--- src/rtl/uart_tx_scheduler_if.sv ---
// Handshake bundle between the two requesters (ALU, RegFile), the TX
// scheduler and the UART TX.
//   alu_req/alu_data/alu_ack : ALU result request, 2*DATA_WIDTH word, ack pulse
//   reg_req/reg_data/reg_ack : RegFile read request, DATA_WIDTH byte, ack pulse
//   tx_busy                  : busy from the UART TX
//   tx_p_data/tx_data_valid  : byte and one-cycle strobe to the UART TX
//   sched_busy               : scheduler not idle
//   tx_err                   : one-cycle pulse when the UART never went busy
// Modports: slave = scheduler, master = requesters/UART side driving it.
interface uart_tx_scheduler_if #(
  parameter int unsigned DATA_WIDTH = 8
);
  logic                      alu_req;
  logic [2*DATA_WIDTH-1:0]   alu_data;
  logic                      alu_ack;
  logic                      reg_req;
  logic [DATA_WIDTH-1:0]     reg_data;
  logic                      reg_ack;
  logic                      tx_busy;
  logic [DATA_WIDTH-1:0]     tx_p_data;
  logic                      tx_data_valid;
  logic                      sched_busy;
  logic                      tx_err;

  modport slave (
    input  alu_req, alu_data, reg_req, reg_data, tx_busy,
    output alu_ack, reg_ack, tx_p_data, tx_data_valid, sched_busy, tx_err
  );

  modport master (
    output alu_req, alu_data, reg_req, reg_data, tx_busy,
    input  alu_ack, reg_ack, tx_p_data, tx_data_valid, sched_busy, tx_err
  );
endinterface

--- src/rtl/uart_tx_scheduler.sv ---
// uart_tx_scheduler
// Shares the single UART TX path between the ALU (2-byte result, low byte
// first) and the RegFile (1-byte read data). A granted word is captured,
// then sent byte by byte with a valid/busy handshake against the UART TX.
// A watchdog aborts the transfer if tx_busy never rises after a byte.
//
// Ports:
//   Clk  : system clock, all logic on posedge
//   RST  : asynchronous active-low reset
//   bus  : uart_tx_scheduler_if.slave (requests, acks, UART handshake,
//          sched_busy, tx_err); all outputs are registered.
// Parameters:
//   DATA_WIDTH   : UART byte width (ALU word is 2*DATA_WIDTH)
//   BUSY_TIMEOUT : WAIT_HI cycles allowed for tx_busy to rise
// Configuration:
//   TX_SCHED_RR_EN defined   : round-robin arbitration on simultaneous
//                              requests (last grant loses the next tie;
//                              flag resets to REG so ALU wins first tie).
//   TX_SCHED_RR_EN undefined : fixed priority, ALU over REG.
module uart_tx_scheduler #(
  parameter int unsigned DATA_WIDTH   = 8,
  parameter int unsigned BUSY_TIMEOUT = 4
) (
  input logic               Clk,
  input logic               RST,
  uart_tx_scheduler_if.slave bus
);

  localparam int unsigned WD_W = $clog2(BUSY_TIMEOUT + 1);

  typedef enum logic [1:0] {
    IDLE,
    SEND,
    WAIT_HI,
    WAIT_LO
  } state_t;

  state_t                  state;
  // Only the byte still to be sent after the first one is kept; the first
  // byte goes straight into the output register at the grant edge.
  logic [DATA_WIDTH-1:0]   hold_hi;
  logic [1:0]              bytes_left;
  logic [WD_W-1:0]         wd_cnt;
  logic [WD_W-1:0]         wd_next;

  logic                    alu_ack_q;
  logic                    reg_ack_q;
  logic                    valid_q;
  logic                    busy_q;
  logic                    err_q;
  logic [DATA_WIDTH-1:0]   pdata_q;

  logic                    grant_alu;
  logic                    grant_reg;

`ifdef TX_SCHED_RR_EN
  // 1: ALU was granted last, 0: REG was granted last.
  logic                    last_alu;
`endif

  // Grant only from IDLE and only while the UART is not busy.
  always_comb begin
    grant_alu = 1'b0;
    grant_reg = 1'b0;
    if (state == IDLE && !bus.tx_busy) begin
`ifdef TX_SCHED_RR_EN
      if (bus.alu_req && bus.reg_req) begin
        grant_alu = !last_alu;
        grant_reg = last_alu;
      end else begin
        grant_alu = bus.alu_req;
        grant_reg = bus.reg_req;
      end
`else
      grant_alu = bus.alu_req;
      grant_reg = bus.reg_req && !bus.alu_req;
`endif
    end
  end

  // Saturating watchdog increment.
  always_comb begin
    wd_next = wd_cnt;
    if (wd_cnt != WD_W'(BUSY_TIMEOUT)) begin
      wd_next = wd_cnt + WD_W'(1);
    end
  end

  always_ff @(posedge Clk or negedge RST) begin
    if (!RST) begin
      state      <= IDLE;
      hold_hi    <= '0;
      bytes_left <= '0;
      wd_cnt     <= '0;
      alu_ack_q  <= 1'b0;
      reg_ack_q  <= 1'b0;
      valid_q    <= 1'b0;
      busy_q     <= 1'b0;
      err_q      <= 1'b0;
      pdata_q    <= '0;
`ifdef TX_SCHED_RR_EN
      last_alu   <= 1'b0;
`endif
    end else begin
      // Pulse outputs default low every cycle.
      alu_ack_q <= 1'b0;
      reg_ack_q <= 1'b0;
      valid_q   <= 1'b0;
      err_q     <= 1'b0;

      case (state)
        IDLE: begin
          if (grant_alu || grant_reg) begin
            // First byte, ack and valid are all loaded on the grant edge so
            // that ack and the first valid appear together in SEND.
            if (grant_alu) begin
              hold_hi    <= bus.alu_data[2*DATA_WIDTH-1:DATA_WIDTH];
              pdata_q    <= bus.alu_data[DATA_WIDTH-1:0];
              bytes_left <= 2'd2;
              alu_ack_q  <= 1'b1;
            end else begin
              hold_hi    <= '0;
              pdata_q    <= bus.reg_data;
              bytes_left <= 2'd1;
              reg_ack_q  <= 1'b1;
            end
`ifdef TX_SCHED_RR_EN
            last_alu <= grant_alu;
`endif
            valid_q <= 1'b1;
            busy_q  <= 1'b1;
            state   <= SEND;
          end
        end

        SEND: begin
          wd_cnt <= '0;
          state  <= WAIT_HI;
        end

        WAIT_HI: begin
          if (bus.tx_busy) begin
            state <= WAIT_LO;
          end else begin
            wd_cnt <= wd_next;
            if (wd_next == WD_W'(BUSY_TIMEOUT)) begin
              // UART never started: drop whatever is left of the word.
              err_q      <= 1'b1;
              bytes_left <= '0;
              busy_q     <= 1'b0;
              state      <= IDLE;
            end
          end
        end

        WAIT_LO: begin
          if (!bus.tx_busy) begin
            if (bytes_left > 2'd1) begin
              bytes_left <= bytes_left - 2'd1;
              pdata_q    <= hold_hi;
              valid_q    <= 1'b1;
              state      <= SEND;
            end else begin
              bytes_left <= '0;
              busy_q     <= 1'b0;
              state      <= IDLE;
            end
          end
        end

        default: begin
          busy_q <= 1'b0;
          state  <= IDLE;
        end
      endcase
    end
  end

  assign bus.alu_ack       = alu_ack_q;
  assign bus.reg_ack       = reg_ack_q;
  assign bus.tx_data_valid = valid_q;
  assign bus.tx_p_data     = pdata_q;
  assign bus.sched_busy    = busy_q;
  assign bus.tx_err        = err_q;

endmodule

--- src/flat_wrapper.sv ---
// flat-port wrapper written by rule: the top's interface ports become plain ports
module uart_tx_scheduler_flat 
#(
  parameter int unsigned DATA_WIDTH   = 8,
  parameter int unsigned BUSY_TIMEOUT = 4
)
  (Clk, RST, bus_alu_req, bus_alu_data, bus_reg_req, bus_reg_data, bus_tx_busy, bus_alu_ack, bus_reg_ack, bus_tx_p_data, bus_tx_data_valid, bus_sched_busy, bus_tx_err);
  uart_tx_scheduler_if #(.DATA_WIDTH(DATA_WIDTH)) bus_i ();
  input logic Clk;
  input logic RST;
  input wire logic [$bits(bus_i.alu_req)-1:0] bus_alu_req;
  input wire logic [$bits(bus_i.alu_data)-1:0] bus_alu_data;
  input wire logic [$bits(bus_i.reg_req)-1:0] bus_reg_req;
  input wire logic [$bits(bus_i.reg_data)-1:0] bus_reg_data;
  input wire logic [$bits(bus_i.tx_busy)-1:0] bus_tx_busy;
  output wire logic [$bits(bus_i.alu_ack)-1:0] bus_alu_ack;
  output wire logic [$bits(bus_i.reg_ack)-1:0] bus_reg_ack;
  output wire logic [$bits(bus_i.tx_p_data)-1:0] bus_tx_p_data;
  output wire logic [$bits(bus_i.tx_data_valid)-1:0] bus_tx_data_valid;
  output wire logic [$bits(bus_i.sched_busy)-1:0] bus_sched_busy;
  output wire logic [$bits(bus_i.tx_err)-1:0] bus_tx_err;
  assign bus_i.alu_req = bus_alu_req;
  assign bus_i.alu_data = bus_alu_data;
  assign bus_i.reg_req = bus_reg_req;
  assign bus_i.reg_data = bus_reg_data;
  assign bus_i.tx_busy = bus_tx_busy;
  assign bus_alu_ack = bus_i.alu_ack;
  assign bus_reg_ack = bus_i.reg_ack;
  assign bus_tx_p_data = bus_i.tx_p_data;
  assign bus_tx_data_valid = bus_i.tx_data_valid;
  assign bus_sched_busy = bus_i.sched_busy;
  assign bus_tx_err = bus_i.tx_err;
  uart_tx_scheduler #(.DATA_WIDTH(DATA_WIDTH), .BUSY_TIMEOUT(BUSY_TIMEOUT)) u_core (.Clk(Clk), .RST(RST), .bus(bus_i));
endmodule
--- config.mk ---
export PLATFORM = sky130hd
export DESIGN_NAME = uart_tx_scheduler_flat
export DESIGN_NICKNAME = d
export VERILOG_FILES = /design/src/rtl/uart_tx_scheduler_if.sv /design/src/rtl/uart_tx_scheduler.sv /design/src/flat_wrapper.sv
export SDC_FILE = /design/constraint.sdc
export NUM_CORES = 1
export LEC_CHECK = 0
export CORE_AREA = 2 2 59 61
export DETAILED_ROUTE_END_ITERATION = 6
export DIE_AREA = 0 0 61 63
export PLACE_DENSITY = 0.8
export SYNTH_ARGS = -nofsm -noshare
export SYNTH_HDL_FRONTEND = slang
export SYNTH_SLANG_ARGS = --single-unit
--- constraint.sdc ---
create_clock -name Clk -period 3.6 [get_ports Clk]
set_input_delay 0.72 -clock Clk [delete_from_list [all_inputs] [get_ports Clk]]
set_output_delay 0.72 -clock Clk [all_outputs]
set_load 0.005 [all_outputs]
Word-level counts from Yosys, hierarchy flattened
Index checks and enable logic that the tools add are counted.
{"block": "totals", "reg_bits": 28, "inputBits": 29}
{"block": "classes", "addsub": 2, "order_cmp": 1, "n_eq_ne": 12, "muxes": 42, "n_reduce_logical": 15}
{"operator": "8-bit two-way mux", "count": 5}
{"operator": "1-bit two-way mux", "count": 20}
{"operator": "2-bit two-way mux", "count": 9}
{"operator": "8-bit one-hot mux with 2 select lines", "count": 1}
{"operator": "2-bit != test (second input constant)", "count": 4}
{"operator": "2-bit one-hot mux with 4 select lines", "count": 1}
{"operator": "3-bit two-way mux", "count": 2}
{"operator": "2-bit one-hot mux with 3 select lines", "count": 1}
{"operator": "3-bit one-hot mux with 2 select lines", "count": 1}
{"operator": "6-bit AND reduction", "count": 1}
{"operator": "5-bit AND reduction", "count": 1}
{"operator": "2-bit equality test (second input constant)", "count": 2}
{"operator": "2-bit by 1-bit != test with 1-bit output (second input constant)", "count": 2}
{"operator": "2-bit AND reduction", "count": 2}
{"operator": "4-bit AND reduction", "count": 1}
{"operator": "2-bit nonzero test", "count": 2}
{"operator": "3-bit by 1-bit adder with 3-bit output (second input constant)", "count": 1}
{"operator": "3-bit equality test (second input constant)", "count": 1}
{"operator": "3-bit by 2-bit != test with 1-bit output (second input constant)", "count": 1}
{"operator": "3-bit != test (second input constant)", "count": 1}
{"operator": "1-bit one-hot mux with 3 select lines", "count": 1}
{"operator": "3-bit AND reduction", "count": 1}
{"operator": "3-bit nonzero test", "count": 1}
{"operator": "2-bit by 1-bit equality test with 1-bit output (second input constant)", "count": 1}
{"operator": "7 further kinds", "count": 9}

Longest topological paths before layout
{"block": "depth", "word_depth": 6, "mapped_depth": 8}

Least setup slack after synthesis
Ideal clock, no wire load.
{"block": "synth_timing", "kind": "flip-flop to flip-flop", "from": "reg u_core.wd_cnt[0]", "to": "reg u_core.bytes_left[0]", "setup_ps": 125, "t_arrival_ps": 1821, "path_slack_ps": 1653, "stages_incl_launch_ff": 7, "n_path_buf": 0, "synth_period_minus_slack_ps": 1947, "cell_sequence": "dfrtp_1 -> inv_1 -> ha_1 -> nor4bb_2 -> a2111oi_4 -> nor3b_2 -> mux2_4"}
{"block": "synth_via", "elab_chain_len": 5}
{"item": "from (decl)", "line": "uart_tx_scheduler.sv:43", "source": "logic [WD_W-1:0] wd_cnt;"}
{"item": "from (signal assigned)", "line": "uart_tx_scheduler.sv:145", "source": "wd_cnt <= wd_next;"}
{"item": "3-bit by 1-bit adder with 3-bit output / 3-bit != test (equally long branches)", "line": "uart_tx_scheduler.sv:85, uart_tx_scheduler.sv:84"}
{"item": "3-bit two-way mux *", "line": "uart_tx_scheduler.sv:84", "source": "if (wd_cnt != WD_W'(BUSY_TIMEOUT)) begin"}
{"item": "3-bit equality test *", "line": "uart_tx_scheduler.sv:146", "source": "if (wd_next == WD_W'(BUSY_TIMEOUT)) begin"}
{"item": "2-bit by 1-bit != test with 1-bit output (no source line) *"}
{"item": "5-bit AND reduction (no source line) *"}
{"item": "to (signal assigned)", "line": "uart_tx_scheduler.sv:159", "source": "bytes_left <= bytes_left - 2'd1;"}
{"item": "to (decl)", "line": "uart_tx_scheduler.sv:42", "source": "logic [1:0] bytes_left;"}
Every way passes the cells marked *; elsewhere a longest branch is shown, timed or not.
A chain may end at the register's enable or synchronous reset.

Final worst setup path
{"block": "layout_timing", "from": "in bus_tx_busy", "to": "reg u_core.pdata_q[4], in the netlist u_core.bus.tx_p_data[4]"}
{"block": "layout_via", "elab_chain_len": 6}
{"item": "from (decl)", "line": "flat_wrapper.sv:15", "source": "input wire logic [$bits(bus_i.tx_busy)-1:0] bus_tx_busy;"}
{"item": "1-bit zero test", "line": "uart_tx_scheduler.sv:65", "source": "if (state == IDLE && !bus.tx_busy) begin"}
{"item": "1-bit logical AND", "line": "uart_tx_scheduler.sv:65"}
{"item": "1-bit two-way mux", "line": "uart_tx_scheduler.sv:65"}
{"item": "8-bit two-way mux / 1-bit logical OR (equally long branches)", "line": "uart_tx_scheduler.sv:116, uart_tx_scheduler.sv:113"}
{"item": "8-bit two-way mux / 2-bit != test (equally long branches)"}
{"item": "8-bit one-hot mux with 2 select lines / 4-bit AND reduction (equally long branches)"}
{"item": "to (signal assigned)", "line": "uart_tx_scheduler.sv:118", "source": "pdata_q <= bus.alu_data[DATA_WIDTH-1:0];"}
{"item": "to (signal assigned)", "line": "uart_tx_scheduler.sv:123", "source": "pdata_q <= bus.reg_data;"}
{"item": "to (signal assigned)", "line": "uart_tx_scheduler.sv:160", "source": "pdata_q <= hold_hi;"}
{"item": "to (decl)", "line": "uart_tx_scheduler.sv:51", "source": "logic [DATA_WIDTH-1:0] pdata_q;"}
Parallel ways exist; a longest one is shown, timed or not. The select of a mux whose other input is x is not followed.

==> out/qor.txt <==
Die width: 61 um
Worst skew pair latency: 0.34 ns
Die span in y: 63 um
RSZ-0062 raised after global routing: no
Vias in the first global route: 1,271
Distinct cells, synth: 41
Net Sw Frac: 33.7%
Detailed placement HPWL: 2.64 mm
Seq/Total Area, Yosys: 45.2%
R2R Path Start: u_core.state[0]
Layout net count: 219
Top_reg_cell synth: dfrtp_1
Slew @ Worst Pin: 0.825 ns
Clock Skew: 0.0124 ns
Via count: 1,268
Pwr Density: 670 mW/mm^2
Storage cell area: 701 sq um
Total global routing overflow: 0
CP endpoint kind: flop
Slew HR: 45.0%
Synth warn: 0
First-pass GRT wire length: 5.92 mm
Synthesized area: 0.00155 sq mm
Clk pin slew, worst setup/hold paths: 0.16 ns
Diode count: 0
Crit path required time: 3.86 ns
VDD IR max: 0.356 mV
DR pass1 iterations: 4
GP Congestion: 0.844
Final Max Tran Viols: 0
TritonCTS Buffers: 3
Internal cell power: 0.913 mW
Overall power: 1.38 mW
Fmax: 413 MHz
Part of the power in combinational logic: 47.2%
I/O pins: 42
EDFF count, synth: 0
Setup bufs post-CTS: 0
Syn avg cell area: 10.8 sq um
Arr. time, crit path: 2.68 ns
CP startpoint: bus_tx_busy
P_leak: 0.854 nW
Fin crit period: 2.42 ns
Initial Util: 48.0%
Layout cells sized above 1: 12.6%
Clock power frac: 15.4%
Commonest non-fill, non-tap cell in the layout: clkdlybuf4s50_1
CTS tree: built
CTS Sinks: 28
# hold bufs at CTS: 0
Status: finished, final reports clean
Die ar.: 0.00384 sq mm
Core area: 0.00323 sq mm
Fin util: 63.6%
Crit path launch type: primary input
Largest net degree at the start of global routing: 29
Hold path startpoint: u_core.hold_hi[6]
Final WL: 3.54 mm
Syn Inst Count: 143
Switch Pwr: 0.463 mW
First DRT Iteration DRCs: 46
Final count of hold timing violations: 0
Initial antenna violation count: 0
Post-cts resize count: 0
H-Tree Depth: 1
Area Growth Syn to Fin: 32.6%
Wire length per cell: 15.4 um
Crit path kind: primary input to flop
Drt via density: 5.54
Crit share post-route: 67.2%
Most frequent cells in the layout: clkdlybuf4s50_1, dfrtp_1, o21ai_0, nand2_1, mux2i_1
Row cnt: 21
CP Max Fanout: 14
Number of max-cap violations: 0
PortBufs: 41
Total negative slack: 0 ns
Footprint of the multi-input gates: 782 sq um
Root Buffer: clkbuf_4
Final setup vio count: 0
Min-delay worst type: flop to flop
Sequential power share: 37.4%
Async set-reset flop share out of synthesis: 100%
Clk buf depth: 2
Flops & latches, synth: 28
GRT Total Usage: 20.5%
Fillers: 269
DRC Markers: 0
Syn nets: 178
ANT nets after route: 0
## cells in the mapped netlist, drive strengths merged, types with 3 or more instances
library cell  number  share of area [%]
a22o               8                4.5
mux2               9                6.8
nand2             13                3.1
clkbuf             4               0.97
o21ai             13                4.2
mux2i              9                5.8
inv                8                1.9
dfrtp             28                 45
a21oi              7                2.3
buf                4                1.5
nor2               3               0.73
nor3               3               0.97
ha                 6                4.8
## cells by family after synthesis
logic type      synth area share [%]
flops                           45.2
mux                             12.6
simple gates                    14.0
fa+ha+maj                       4.84
buf+inv                         4.36
xor+xnor                       0.565
compound gates                  18.5
## through the flow
step | setup WS [ns] | hold slack [ns] | cells | area, sq um
after floorplan | 1.65 | 0.424 | 143 | 1550
after global placement | 0.875 | 0.489 | 225 | 2000
after detailed placement | 0.791 | 0.495 | 225 | 2000
after CTS | 1.19 | 0.531 | 229 | 2060
after global routing | 1.06 | 0.543 | 229 | 2060
final | 1.18 | 0.528 | 229 | 2060
## flip-flops by register name, indices dropped and copies added, names as in the netlist
register and flops:
u_core.bytes_left 2, u_core.bus.sched_busy 1, u_core.hold_hi 8, u_core.bus.tx_p_data 8, u_core.bus.tx_err 1, u_core.bus.reg_ack 1, u_core.wd_cnt 3, u_core.state 2
u_core.bus.alu_ack 1, u_core.bus.tx_data_valid 1
## layout make-up
cell class	instances	area share, %
inverter	8	1.46
multi-input combinational	99	38.0
clock buffer	3	1.10
timing repair buffer	44	21.1
tap	46	2.80
sequential	28	34.1
clock inverter	1	1.46
## routing by layer
metal  wire (um)  up-vias  GRT usage (%)  share of wire (%)
met3         132        7           2.69                3.7
met5           0        -              0                  0
met4          72        0           8.97                2.0
li1            -      605              -                  -
met1        1480      628           26.4                 42
met2        1850       28           33.6                 52
## power by group through the flow
stage               Clock [mW]  Combinational [mW]  Sequential, mW
CTS                      0.218               0.658           0.515
global route             0.227               0.715           0.530
finish                   0.211               0.650           0.515
detailed placement           0               0.652           0.522
global placement             0               0.623           0.514
floorplan                    0               0.409           0.508
## worst max-delay path: stages
cell and delay (ns):
clkdlybuf4s50_1 0.53, and3b_1 0.74, mux2i_1 0.29, o21ai_0 0.10, mux2_2 0.29
## final timing paths
| check | to | slack, ns | cells past startpoint |
|---|---|---|---|
| max | u_core.bus.tx_p_data[4] | 1.18 | 5 |
| min reg2reg | u_core.hold_hi[6] | 0.53 | 1 |
| max reg2reg | u_core.bus.tx_p_data[4] | 1.25 | 6 |
| min in group asynchronous | u_core.hold_hi[3] | 0.73 | 2 |
| max in group asynchronous | u_core.bytes_left[0] | 2.60 | 2 |
| min | u_core.hold_hi[6] | 0.53 | 1 |
Note: power is estimated with default switching activity, not from simulation.
